--- src/rtl/excess3_pkg.sv ---
// Shared definitions for the Excess-3 to BCD conversion slice.
//   E3_DIGIT_W  : width of one Excess-3 / BCD digit
//   E3_OFFSET   : Excess-3 bias removed during conversion
//   E3_MIN/MAX  : inclusive range of legal Excess-3 codes (decimal 0..9)
//   state_t     : controller states
//   is_valid_e3 : range check for a single Excess-3 digit
package excess3_pkg;

  localparam int unsigned E3_DIGIT_W = 4;
  localparam int unsigned E3_OFFSET  = 3;
  localparam int unsigned E3_MIN     = 3;
  localparam int unsigned E3_MAX     = 12;

  typedef enum logic [1:0] {
    IDLE,
    CONV,
    DONE
  } state_t;

  function automatic logic is_valid_e3(input logic [E3_DIGIT_W-1:0] d);
    return (d >= E3_DIGIT_W'(E3_MIN)) && (d <= E3_DIGIT_W'(E3_MAX));
  endfunction

endpackage

--- src/rtl/excess3_bcd_seq_converter_digit_conv.sv ---
// Combinational single-digit Excess-3 to BCD converter.
//   e3      : Excess-3 digit in
//   bcd     : BCD digit out, forced to 0 for out-of-range codes
//   invalid : set when e3 is outside E3_MIN..E3_MAX
module excess3_digit_conv
  import excess3_pkg::*;
(
  input  logic [E3_DIGIT_W-1:0] e3,
  output logic [E3_DIGIT_W-1:0] bcd,
  output logic                  invalid
);

  always_comb begin
    invalid = !is_valid_e3(e3);
    bcd     = invalid ? '0 : (e3 - E3_DIGIT_W'(E3_OFFSET));
  end

endmodule

--- src/rtl/excess3_bcd_seq_converter.sv ---
// Multi-digit Excess-3 to BCD converter controller.
// Accepts NUM_DIGITS packed Excess-3 digits, converts one digit per cycle
// (least significant first) through a single shared digit converter, and
// presents packed BCD plus per-digit error flags.
//   clk, rst_n          : clock, asynchronous active-low reset
//   in_valid/in_ready   : input handshake, in_data digit i = [4i+3:4i]
//   out_valid/out_ready : output handshake for out_bcd/out_err/err_any
//   out_err             : bit i set when input digit i was out of range
//   err_any             : OR of out_err, qualified by out_valid
//   busy                : high while converting or holding a result
module excess3_bcd_seq_converter
  import excess3_pkg::*;
#(
  parameter int unsigned NUM_DIGITS = 4
) (
  input  logic                             clk,
  input  logic                             rst_n,
  input  logic                             in_valid,
  output logic                             in_ready,
  input  logic [NUM_DIGITS*E3_DIGIT_W-1:0] in_data,
  output logic                             out_valid,
  input  logic                             out_ready,
  output logic [NUM_DIGITS*E3_DIGIT_W-1:0] out_bcd,
  output logic [NUM_DIGITS-1:0]            out_err,
  output logic                             err_any,
  output logic                             busy
);

  localparam int unsigned W     = NUM_DIGITS * E3_DIGIT_W;
  localparam int unsigned IDX_W = (NUM_DIGITS > 1) ? $clog2(NUM_DIGITS) : 1;

  state_t                  state, next_state;
  logic [W-1:0]            shreg;
  logic [IDX_W-1:0]        idx;
  logic                    last_digit;
  logic [E3_DIGIT_W-1:0]   dig_bcd;
  logic                    dig_inv;

  excess3_digit_conv u_conv (
    .e3      (shreg[E3_DIGIT_W-1:0]),
    .bcd     (dig_bcd),
    .invalid (dig_inv)
  );

  assign last_digit = (idx == IDX_W'(NUM_DIGITS - 1));

  always_ff @(posedge clk or negedge rst_n) begin
    if (!rst_n) begin
      state <= IDLE;
    end else begin
      state <= next_state;
    end
  end

  always_comb begin
    next_state = state;
    unique case (state)
      IDLE: if (in_valid && in_ready)   next_state = CONV;
      CONV: if (last_digit)             next_state = DONE;
      DONE: if (out_valid && out_ready) next_state = IDLE;
      default:                          next_state = IDLE;
    endcase
  end

  // Handshake flags are registered copies of the upcoming state so they
  // change on the same edge as the state itself.
  always_ff @(posedge clk or negedge rst_n) begin
    if (!rst_n) begin
      in_ready  <= 1'b0;
      out_valid <= 1'b0;
      shreg     <= '0;
      idx       <= '0;
      out_bcd   <= '0;
      out_err   <= '0;
    end else begin
      in_ready  <= (next_state == IDLE);
      out_valid <= (next_state == DONE);
      unique case (state)
        IDLE: begin
          if (in_valid && in_ready) begin
            shreg   <= in_data;
            out_bcd <= '0;
            out_err <= '0;
            idx     <= '0;
          end
        end
        CONV: begin
          out_bcd[idx*E3_DIGIT_W +: E3_DIGIT_W] <= dig_bcd;
          out_err[idx]                          <= dig_inv;
          shreg                                 <= shreg >> E3_DIGIT_W;
          // Hold idx on the final digit so it never wraps within a word.
          if (!last_digit) begin
            idx <= idx + 1'b1;
          end
        end
        default: ;
      endcase
    end
  end

  assign err_any = out_valid & (|out_err);
  assign busy    = (state != IDLE);

endmodule

--- config.mk ---
export PLATFORM = sky130hd
export DESIGN_NAME = excess3_bcd_seq_converter
export DESIGN_NICKNAME = d
export VERILOG_FILES = /design/src/rtl/excess3_pkg.sv /design/src/rtl/excess3_bcd_seq_converter_digit_conv.sv /design/src/rtl/excess3_bcd_seq_converter.sv
export SDC_FILE = /design/constraint.sdc
export NUM_CORES = 1
export LEC_CHECK = 0
export CAP_MARGIN = 20
export CORE_MARGIN = 2
export CORE_UTILIZATION = 50
export CTS_BUF_LIST = sky130_fd_sc_hd__clkbuf_16
export DETAILED_ROUTE_END_ITERATION = 8
export MAX_ROUTING_LAYER = met4
export PLACE_DENSITY = 0.8
export SYNTH_ARGS = -nofsm -noshare
export SYNTH_HDL_FRONTEND = slang
export SYNTH_SLANG_ARGS = --single-unit
--- constraint.sdc ---
create_clock -name clk -period 2.6 [get_ports clk]
set_input_delay 0.52 -clock clk [delete_from_list [all_inputs] [get_ports clk]]
set_output_delay 0.52 -clock clk [all_outputs]
set_load 0.01 [all_outputs]
==> impl_metrics.yaml <==
status:
  outcome: "completed"
critical_path:
  crit_required_ps: 2080
  endpoint_kind: "output pin"
  timing.critical_path.fanout_max: 3
  worstSetupStartpointType: "flop"
  worst_ep_arrival_time_ps: 1590
  timing_worst_setup_path_type: "flop to output pin"
grt:
  first_global_vias: 1411
  grt_overflow: 0
  grt_antenna_before_repair: 0
  grt_pass1_wl_um: 6741
  gr-usage-all-layers_pct: 22.14
  grt_start_max_net_pins: 43
yosys:
  number_of_instances_in_the_synthesized_netlist: 161
  synth-seq-cells: 42
  synth_top_area_share_pct: 55.48
  synth_commonest_cells: "sky130_fd_sc_hd__dfrtp_1 (42), sky130_fd_sc_hd__nand2_1 (24), sky130_fd_sc_hd__a22o_1 (20), sky130_fd_sc_hd__mux2i_1 (13), sky130_fd_sc_hd__o21ai_0 (11)"
  synth.yosys.warnings: 0
  synth_most_common_cell: "sky130_fd_sc_hd__dfrtp_1"
  number_of_nets_in_the_synthesized_netlist: 187
  post-synth-top-area-cell: "sky130_fd_sc_hd__dfrtp_1"
  yosys-top-cells-area: "sky130_fd_sc_hd__dfrtp_1 (55%), sky130_fd_sc_hd__a22o_1 (9.2%), sky130_fd_sc_hd__mux2i_1 (6.9%)"
  synth.yosys.seq_area_share_pct: 55.48
  mappedNetlistArea_sq_mm: 0.001894
  dominantRegCellSynth: "sky130_fd_sc_hd__dfrtp_1"
  synthDistinctLibCells: 29
  ys_async_sr_fraction_pct: 100.0
  synth-edff-count: 0
  syn_area_per_cell_sq_um: 11.77
clocking:
  clock-sinks: 42
  cts_made_buffers: 5
  ctsResizeCount: 0
  clock_tree.buffer_depth: 2
  cts-hold-fix-buffers: 0
  clock_input_transition_at_the_sequential_cells_of_the_worst_setup_and_hold_paths_ps: 60
  postCtsSetupBuffers: 0
  clk_latency_ps: 280
  tritoncts: "built"
  root_buffer: "sky130_fd_sc_hd__clkbuf_16"
  h_tree_level_count: 2
power_and_ir_drop:
  combPwrFrac_pct: 43.7
  power_density_mw_per_mm2: 1308
  maximum_vdd_drop_v: 0.0008710
  static-leakage-power_nw: 1.150
  power_frac_seq_pct: 32.3
  p_switching_mw: 1.259
  p_sw_share_pct: 37.77
  pwr-share-clk_pct: 24.0
  internal-power_mw: 2.075
place:
  port_buffers: 43
  dp.final_hpwl_um: 3018
  place_congestion: 0.8065
routing:
  dr_total_vias: 1436
  route.final.wire_length_um: 4162
  route.detailed.drc: 0
  drtIter0Drc: 96
  detail_route.vias_per_cell: 5.609
  drt_pass1_iterations: 4
  postRouteAntennaNets: 0
  detail_route.wl_per_cell_um: 16.26
timing:
  hold-worst-slack_ps: 354.9
  worst_pin_slew_ps: 888.3
  rsz0062_at_grt: "no"
  finalCriticalPeriod_ps: 2110
  hold_viol_final: 0
  slew_violations: 0
  timing.fmax_mhz: 473.9
  setup_violations: 0
  finalCritPeriodShare_pct: 81.16
  worst_clock_skew_ps: 6.336
  tns_ps: 0
  maxSlewHeadroom_pct: 40.78
floorplanning:
  core_area_sq_mm: 0.003661
  die_h_um: 65.55
  top_level_ports: 44
  placement_rows: 22
  die_width_um: 65.55
  floorplan.die_area_sq_mm: 0.004297
  initial_utilization_pct: 51.74
hold_path:
  hold_path.class: "input port to async pin"
layout:
  sequential_cell_area_sq_mm: 0.001051
  postLayoutCoreUtil_pct: 69.62
  nets: 233
  nFillCells: 262
  area_growth_pct: 34.54
  multi_input_comb_area_sq_um: 788.3
  final_layout_size_suffix_gt1_share_pct: 10.58
  antenna_cells: 0
flow_run:
  drv_cap: 0
[layer usage]
layer | share of wire (%) | track usage, % | up-vias | routed length (um)
li1 | - | - | 679 | -
met1 | 42 | 25.06 | 701 | 1729
met2 | 51 | 37.12 | 50 | 2127
met3 | 5.5 | 6.336 | 6 | 230
met4 | 1.8 | 8.854 | 0 | 74
met5 | 0 | - | - | 0
[per-stage QoR]
stage | cells | instance area [sq um] | power, mW | setup slack [ps]
floorplan | 161 | 1894 | 2.049 | 1079
global placement | 248 | 2355 | 2.430 | 529.0
detailed placement | 248 | 2355 | 2.532 | 424.0
CTS | 256 | 2549 | 3.346 | 475.3
global route | 256 | 2549 | 3.540 | 448.4
finish | 256 | 2549 | 3.334 | 489.9
[flip-flops by register name, summed over array words and instances, names as in the netlist]
signal     count
idx            2
out_err        4
shreg         16
in_ready       1
out_valid      1
state          2
out_bcd       16
[final cells by class]
type	instances	area share [%]
clock buffers	5	4.909
clock inverters	3	2.700
inverters	6	0.8837
multi-input cells	108	30.93
flip-flops and latches	42	41.24
well taps	48	2.356
repair buffers	44	16.99
[cells in the final DEF (no fill, tap or decap), drive strengths merged]
cell type      netlist  final
o22ai                2      2
a21oi                6      6
and2b                1      1
nor3                 1      1
bufinv               0      2
a22o                20     20
nor2b                2      2
or3                  1      1
clkdlybuf4s50        0     42
dfrtp               42     42
clkinv               0      1
buf                  4      2
nand3b               1      1
o41a                 1      1
nand2               24     24
nor4                 2      2
nor3b                1      1
clkbuf               1      5
nor2                 5      5
a32o                 4      4
o21ai               15     15
inv                  6      6
or2                  2      2
ha                   6      6
mux2i               13     13
nand3                1      1
[power by group through the flow]
stage          clock network (mW)  registers [mW]  logic [mW]
3_5_place_dp                    0            1.08        1.45
3_3_place_gp                    0            1.07        1.36
4_1_cts                     0.805            1.08        1.46
6_report                    0.801            1.08        1.46
2_1_floorplan                   0            1.09       0.963
5_1_grt                     0.834            1.11        1.60
[path summary, 6_finish.rpt]
path	from	endpoint	slack, ps	depth (start not counted)
min reg2reg	shreg[7]$_DFFE_PN0P_	shreg[7]$_DFFE_PN0P_	480	2
max reg2reg	shreg[0]$_DFFE_PN0P_	out_bcd[8]$_DFFE_PN0P_	890	5
max in group asynchronous	rst_n	shreg[1]$_DFFE_PN0P_	1680	1
min	rst_n	out_bcd[15]$_DFFE_PN0P_	350	1
max	out_err[1]$_DFFE_PN0P_	err_any	490	2
min in group clk	shreg[7]$_DFFE_PN0P_	shreg[7]$_DFFE_PN0P_	480	2
[cells by family (layout without fill, tap and decap cells)]
| logic type | Yosys count | in the layout | share of synthesized area (%) |
|---|---|---|---|
| AO/OA/AOI/OAI | 48 | 48 | 19.35 |
| flip-flops | 42 | 42 | 55.48 |
| AND/OR/NAND/NOR | 41 | 41 | 11.43 |
| multiplexers | 13 | 13 | 6.869 |
| buffers and inverters | 11 | 58 | 2.906 |
| adder cells (fa/ha/maj) | 6 | 6 | 3.963 |
[worst max-delay path, cell delays in order (launching register included)]
cell,delay [ps]
sky130_fd_sc_hd__dfrtp_1,400
sky130_fd_sc_hd__o41a_1,420
sky130_fd_sc_hd__clkdlybuf4s50_1,490
(Power assumes the default switching activity.)
